## src/rtl/booth_mult_arbiter.sv

```systemverilog
// rtl/booth_mult_arbiter.sv - round-robin arbiter sharing one Booth multiplier between requesters
module booth_mult_arbiter #(
    parameter int N_REQ   = 4,
    parameter int W       = 5,
    parameter int ID_W    = 2,
    parameter int TIMEOUT = 63
) (
    input  logic               clk,
    input  logic               rst,
    input  logic [N_REQ-1:0]   req,
    input  logic [N_REQ*W-1:0] x_in,
    input  logic [N_REQ*W-1:0] y_in,
    output logic [N_REQ-1:0]   gnt,
    output logic               rsp_valid,
    input  logic               rsp_ready,
    output logic [ID_W-1:0]    rsp_id,
    output logic [2*W-1:0]     rsp_prod,
    output logic               rsp_err,
    output logic               busy,
    output logic               mul_start,
    output logic               mul_rst,
    output logic [W-1:0]       mul_x,
    output logic [W-1:0]       mul_y,
    input  logic               mul_done,
    input  logic [W-1:0]       mul_out
);

    typedef enum logic [2:0] {
        S_IDLE,
        S_LAUNCH,
        S_WAIT,
        S_CAPL,
        S_ABORT,
        S_RESP
    } state_t;

    state_t          state;
    logic [ID_W-1:0] ptr;
    logic [7:0]      cnt;

    logic [W-1:0]    xs [N_REQ];
    logic [W-1:0]    ys [N_REQ];
    logic            found;
    logic [ID_W-1:0] pick;
    logic [ID_W-1:0] cand;

    for (genvar i = 0; i < N_REQ; i++) begin : g_unpack
        assign xs[i] = x_in[i*W +: W];
        assign ys[i] = y_in[i*W +: W];
    end

    // Round-robin pick: scan from ptr+1 downwards in priority so the nearest
    // requester after the last winner is the final assignment.
    always_comb begin
        found = 1'b0;
        pick  = '0;
        cand  = '0;
        for (int k = N_REQ; k >= 1; k--) begin
            cand = ID_W'((int'(ptr) + k) % N_REQ);
            if (req[cand]) begin
                found = 1'b1;
                pick  = cand;
            end
        end
    end

    // The multiplier is held in reset with the arbiter and pulsed on abort.
    assign mul_rst = ~rst | (state == S_ABORT);
    assign busy    = (state != S_IDLE);

    // Main sequencer: grant, launch, collect both product words, respond.
    always_ff @(posedge clk or negedge rst) begin
        if (!rst) begin
            state     <= S_IDLE;
            ptr       <= ID_W'(N_REQ - 1);
            cnt       <= '0;
            gnt       <= '0;
            mul_start <= 1'b0;
            mul_x     <= '0;
            mul_y     <= '0;
            rsp_valid <= 1'b0;
            rsp_id    <= '0;
            rsp_prod  <= '0;
            rsp_err   <= 1'b0;
        end else begin
            gnt       <= '0;
            mul_start <= 1'b0;
            case (state)
                S_IDLE: begin
                    if (found) begin
                        mul_x     <= xs[pick];
                        mul_y     <= ys[pick];
                        rsp_id    <= pick;
                        ptr       <= pick;
                        gnt       <= N_REQ'(1) << pick;
                        mul_start <= 1'b1;
                        state     <= S_LAUNCH;
                    end
                end
                S_LAUNCH: begin
                    cnt   <= '0;
                    state <= S_WAIT;
                end
                S_WAIT: begin
                    cnt <= cnt + 8'd1;
                    if (mul_done) begin
                        rsp_prod[2*W-1:W] <= mul_out;
                        state             <= S_CAPL;
                    end else if (cnt == 8'(TIMEOUT - 1)) begin
                        state <= S_ABORT;
                    end
                end
                S_CAPL: begin
                    if (mul_done) begin
                        rsp_prod[W-1:0] <= mul_out;
                        rsp_err         <= 1'b0;
                        rsp_valid       <= 1'b1;
                        state           <= S_RESP;
                    end else begin
                        state <= S_ABORT;
                    end
                end
                S_ABORT: begin
                    rsp_prod  <= '0;
                    rsp_err   <= 1'b1;
                    rsp_valid <= 1'b1;
                    state     <= S_RESP;
                end
                S_RESP: begin
                    if (rsp_ready) begin
                        rsp_valid <= 1'b0;
                        state     <= S_IDLE;
                    end
                end
                default: state <= S_IDLE;
            endcase
        end
    end

endmodule

```

## config.mk

```make
export PLATFORM = sky130hd
export DESIGN_NAME = booth_mult_arbiter
export DESIGN_NICKNAME = d
export VERILOG_FILES = /design/src/rtl/booth_mult_arbiter.sv
export SDC_FILE = /design/constraint.sdc
export NUM_CORES = 1
export LEC_CHECK = 0
export CAP_MARGIN = 20
export CORE_MARGIN = 2
export CORE_UTILIZATION = 35
export CTS_BUF_LIST = sky130_fd_sc_hd__clkbuf_2 sky130_fd_sc_hd__clkbuf_4 sky130_fd_sc_hd__clkbuf_8
export CTS_CLUSTER_DIAMETER = 100
export CTS_CLUSTER_SIZE = 8
export DETAILED_ROUTE_END_ITERATION = 8
export SYNTH_ARGS = -nofsm -noshare
export SYNTH_HDL_FRONTEND = slang
export SYNTH_SLANG_ARGS = --single-unit
export TNS_END_PERCENT = 100
```

## constraint.sdc

```tcl
create_clock -name clk -period 2.65 [get_ports clk]
set_clock_uncertainty 0.1 [all_clocks]
set_input_delay 0.3975 -clock clk [delete_from_list [all_inputs] [get_ports clk]]
set_output_delay 0.3975 -clock clk [all_outputs]
set_load 0.005 [all_outputs]
```

== After elaboration in Yosys (flattened, before gate mapping) ==
Cells that the tools add are included.
Cells by class
  add/sub/neg operators: 5
  $lt $le $gt $ge: 5
  equality and inequality tests: 11
  shift-type cells: 1
  muxes and demuxes: 41
  bitwise logic cells: 3
  reductions and logical operators: 11
Operator list (count)
  $mux 5: 5
  $bmux 5 s2: 2
  $pmux 5 s2: 2
  $pmux 3 s6: 1
  $pmux 8 s2: 1
  $mux 1: 14
  $lt 2x3->1 const B: 4
  $mux 3: 4
  $add 8x1->8 const B: 1
  $bmux 1 s2: 4
  $eq 8x6->1 const B: 1
  $mux 2: 4
  $mux 4: 2
  $ne 2x2->1 const B: 4
  $eq 3x2->1 const B: 2
  $eq 3x3->1 const B: 2
  $reduce_and 2->1: 3
  $reduce_and 3->1: 2
  $reduce_bool 2->1: 3
  $reduce_bool 3->1: 2
  $add 2x1->2 const B: 2
  $add 2x2->2 const B: 2
  $shl 1x2->4 const A: 1
  $eq 3x1->1 const B: 1
  8 further kinds: 8
Word-level totals
  register bits: 42
  input port bits: 53
  word-level logic and storage cells: 89

== Depth between registers and ports, before layout ==
  depth after elaboration: 11
  depth in mapped cells: 8
  gate-level depth less buffers: 7

== Least setup slack after synthesis ==
OpenSTA, ideal clock, no wires.
  kind: reg2reg
  from: register ptr[1]
  to: register mul_x[0]
  data arrival time: 1568 ps
  path slack: 901 ps
  cell stages (with the launch flop): 6
  buffers on the path: 1
  path through: dfstp_2 -> mux2i_1 -> o221ai_4 -> buf_12 -> mux2_4 -> o211ai_2
On the way
  word-level cells in the longest chain between the ends: 11
RTL lines
  start, declared: RTL line 38  | logic [ID_W-1:0] ptr;
  start signal, assigned: RTL line 75  | ptr <= ID_W'(N_REQ - 1);
  start signal, assigned: RTL line 94  | ptr <= pick;
  $add 2x1->2: RTL line 59  | cand = ID_W'((int'(ptr) + k) % N_REQ);
  $bmux 1 s2: RTL line 60  | if (req[cand]) begin
  $mux 1 (implied by the code): RTL line 60
  $mux 2 (4 in series): RTL line 60
  $not 2->3 (implied by the code): RTL line 91  | mul_x <= xs[pick];
  $bmux 5 s2: RTL line 91
  $mux 5 (implied by the code) (2 in series): RTL line 91
  end signal, assigned: RTL line 91
  end, declared: RTL line 22  | output logic [W-1:0] mul_x,
Several ways; a longest one is shown, not always the timed one. The select of a mux whose other input is x is not followed.
A chain may end at the register's enable or synchronous reset.

== Worst setup path in the final report ==
  from: register state[2]
  to: output port mul_rst
On the way
  word-level cells in the longest chain between the ends: 2
RTL lines
  start, declared: RTL line 37  | state_t state;
  start signal, assigned: RTL line 74  | state <= S_IDLE;
  start signal, assigned: RTL line 97  | state <= S_LAUNCH;
  start signal, assigned: RTL line 102  | state <= S_WAIT;
  $eq 3x3->1: RTL line 68  | assign mul_rst = ~rst | (state == S_ABORT);
  $or 1x1->1: RTL line 68
  end, declared: RTL line 21  | output logic mul_rst,
Every way passes these cells.

==> results.txt <==
WS Path Type = reg -> out
Die W = 86.5 um
Initial antenna violation count = 0
# setup viols final = 0
DP Wirelength = 4220 um
Warnings from Yosys = 0
Worst slew margin = 0.615
Dominant synthesized flop cell = dfrtp_1
Fmax = 438 MHz
Largest net degree at the start of global routing = 43
Internal = 1.99 mW
Die Y-Extent = 86.5 um
Slowest CP cell = dfrtp_1
Num CTS Buffers = 5
Crit-path cells = nand2_1 > o21ai_0 > clkdlybuf4s50_1
First-pass detailed-route iteration total = 4
First-pass GRT wire length = 9520 um
Worst-Margin Slew = 572 ps
CTS max path bufs = 2
GRT Residual Overflow = 0
# port buffers = 83
Core Rows = 30
Power share of the combinational group = 0.505
Seq cells post-synth = 42
Detailed-route via count = 2061
Total Nets Final = 379
Final slew viol count = 0
Clock sinks = 42
# hold bufs at CTS = 0
Max_cap viols = 0
Setup TNS Final = 0 ps
PostCTS Resize Cnt = 0
Crit. End Element = primary output
Crit path required time = 2150 ps
Final WS setup = 368 ps
Post-synthesis sequential area ratio = 0.442
Clk Latency, worst-skew pair = 300 ps
Unique masters post-synth = 43
Unrepaired setup endpoints after global routing = no
P_sw = 1.23 mW
Tmin final = 2280 ps
Outcome = finished, final reports clean
Pwr Density = 968 nW/um^2
Post-synth EDFFs = 0
Crit path largest cell delay = 610 ps
Die area = 7490 um^2
Syn nets = 295
FFs w/ async S/R, synth = 1.00
Core box area = 6680 um^2
Design area = 3330 um^2
Wire per inst = 14.1 um
Residual DRC = 0
Most common cell after layout, fill and taps aside = clkdlybuf4s50_1
GP Congestion = 0.798
Antenna Cells = 0
Area Growth Syn to Fin = 39.6%
CTS H-tree lvls = 2
CTS tree = done
Synth Cell Area = 2380 um^2
Place WS = 166 ps
CP Launch Type = flip-flop
Final wirelength = 5720 um
Final hold violation count = 0
Root buffer cell = clkbuf_8
Tot GR Track Use = 0.160
Clock power share = 0.137
Worst vdd ir = 395 uV
Final Cycle Share = 0.861
Leak pwr = 1.38 nW
First DRT Iteration DRCs = 73
Crit path DAT = 1780 ps
Hold WC Path Type = in -> async
Initial Util = 0.357
Via-to-Cell Ratio = 5.09
Io pins = 84
DRT antenna net count = 0
Final Power = 3.22 mW
Vias in the first global route = 2010
Post-CTS Setup Inserts = 0
Commonest cells after routing, fill and taps aside = 82 x clkdlybuf4s50_1, 40 x dfrtp_1, 32 x nand2_1
Syn avg cell area = 9.93 um^2
Sequential share of power = 0.358
CP Max Fanout = 13
Sw Share = 0.382
Placed inst area = 3230 um^2
Synth Instances = 240
Share of cells above drive strength 1 = 0.111
CTS clock-pin slew for the worst setup and hold paths = 80 ps
[per-layer routing]
layer	routed length [um]	vias up	GRT usage
met2	2730	59	0.250
li1	-	1030	-
met4	56	0	0.0426
met1	2620	965	0.219
met3	309	7	0.0438
met5	0	-	0
[power groups by stage]
stage / registers [mW] / logic (mW) / clock network, mW
2_1_floorplan: 1.09 / 1.10 / 0
3_3_place_gp: 1.16 / 1.62 / 0
3_5_place_dp: 1.16 / 1.65 / 0
4_1_cts: 1.15 / 1.65 / 0.454
5_1_grt: 1.19 / 1.83 / 0.476
6_report: 1.15 / 1.63 / 0.442
[logic make-up after synthesis]
| family | synth area share |
|---|---|
| and+or+nand+nor | 0.193 |
| AOI/OAI and AO/OA | 0.175 |
| DFF | 0.442 |
| muxes | 0.110 |
| buffers and inverters | 0.0698 |
| adders and majority gates | 0.0105 |
[worst paths after layout]
| check | to | slack [ps] | cells after the start | from |
|---|---|---|---|---|
| max in group asynchronous | ptr[0]$_DFFE_PN1P_ | 1990 | 2 | rst |
| worst max-delay path | mul_rst | 370 | 3 | state[2]$_DFFE_PN0P_ |
| min in group clk | cnt[7]$_DFFE_PN0P_ | 390 | 1 | cnt[7]$_DFFE_PN0P_ |
| worst min-delay path | rsp_prod[5]$_DFFE_PN0P_ | 70 | 2 | rst |
| worst max register to register | mul_y[1]$_DFFE_PN0P_ | 700 | 6 | state[0]$_DFFE_PN0P_ |
| worst min register to register | cnt[7]$_DFFE_PN0P_ | 390 | 1 | cnt[7]$_DFFE_PN0P_ |
[sequential cells by signal (all words and copies together) (netlist names)]
signal / cells
cnt: 8
gnt: 4
mul_start: 1
mul_x: 5
mul_y: 5
ptr: 2
rsp_err: 1
rsp_id: 2
rsp_prod: 10
rsp_valid: 1
state: 3
[worst max-delay path: cells and delay by family (launching register included)]
kind                   cells  cell delay, ps
AOI/OAI and AO/OA          1             210
buffers and inverters      1             540
DFF                        1             610
and+or+nand+nor            1             140
[stage by stage]
stage                      util  hold WS, ps  std cells
after floorplan               -         1.91        240
after global placement    0.484          370        397
after detailed placement  0.484          379        397
after CTS                 0.498         95.7        405
after global routing      0.498          118        405
final                     0.498         66.1        405
[cell type report]
| class | count | area, um^2 |
|---|---|---|
| tap | 80 | 100 |
| clock buffer | 7 | 90.1 |
| inverter | 7 | 31.3 |
| multi-input combinational | 179 | 1160 |
| sequential | 42 | 1050 |
| clock inverter | 1 | 5.00 |
| fill | 649 | 3350 |
| timing repair buffer | 89 | 883 |
[synth_stat cells (4+ instances only)]
cell / number / share of area
dfrtp_1: 40 / 0.42
nand2_1: 32 / 0.050
nand3_1: 26 / 0.055
nor2_1: 17 / 0.027
o21ai_0: 16 / 0.034
a21oi_1: 13 / 0.027
mux2i_1: 13 / 0.055
inv_1: 6 / 0.0094
o211ai_1: 6 / 0.019
mux2_1: 5 / 0.024
mux2_4: 5 / 0.031
nor2b_1: 5 / 0.013
o211ai_2: 5 / 0.026
o22ai_1: 5 / 0.013
a22oi_1: 4 / 0.013
clkbuf_8: 4 / 0.023
nand2b_1: 4 / 0.010
(Power assumes the default switching activity.)
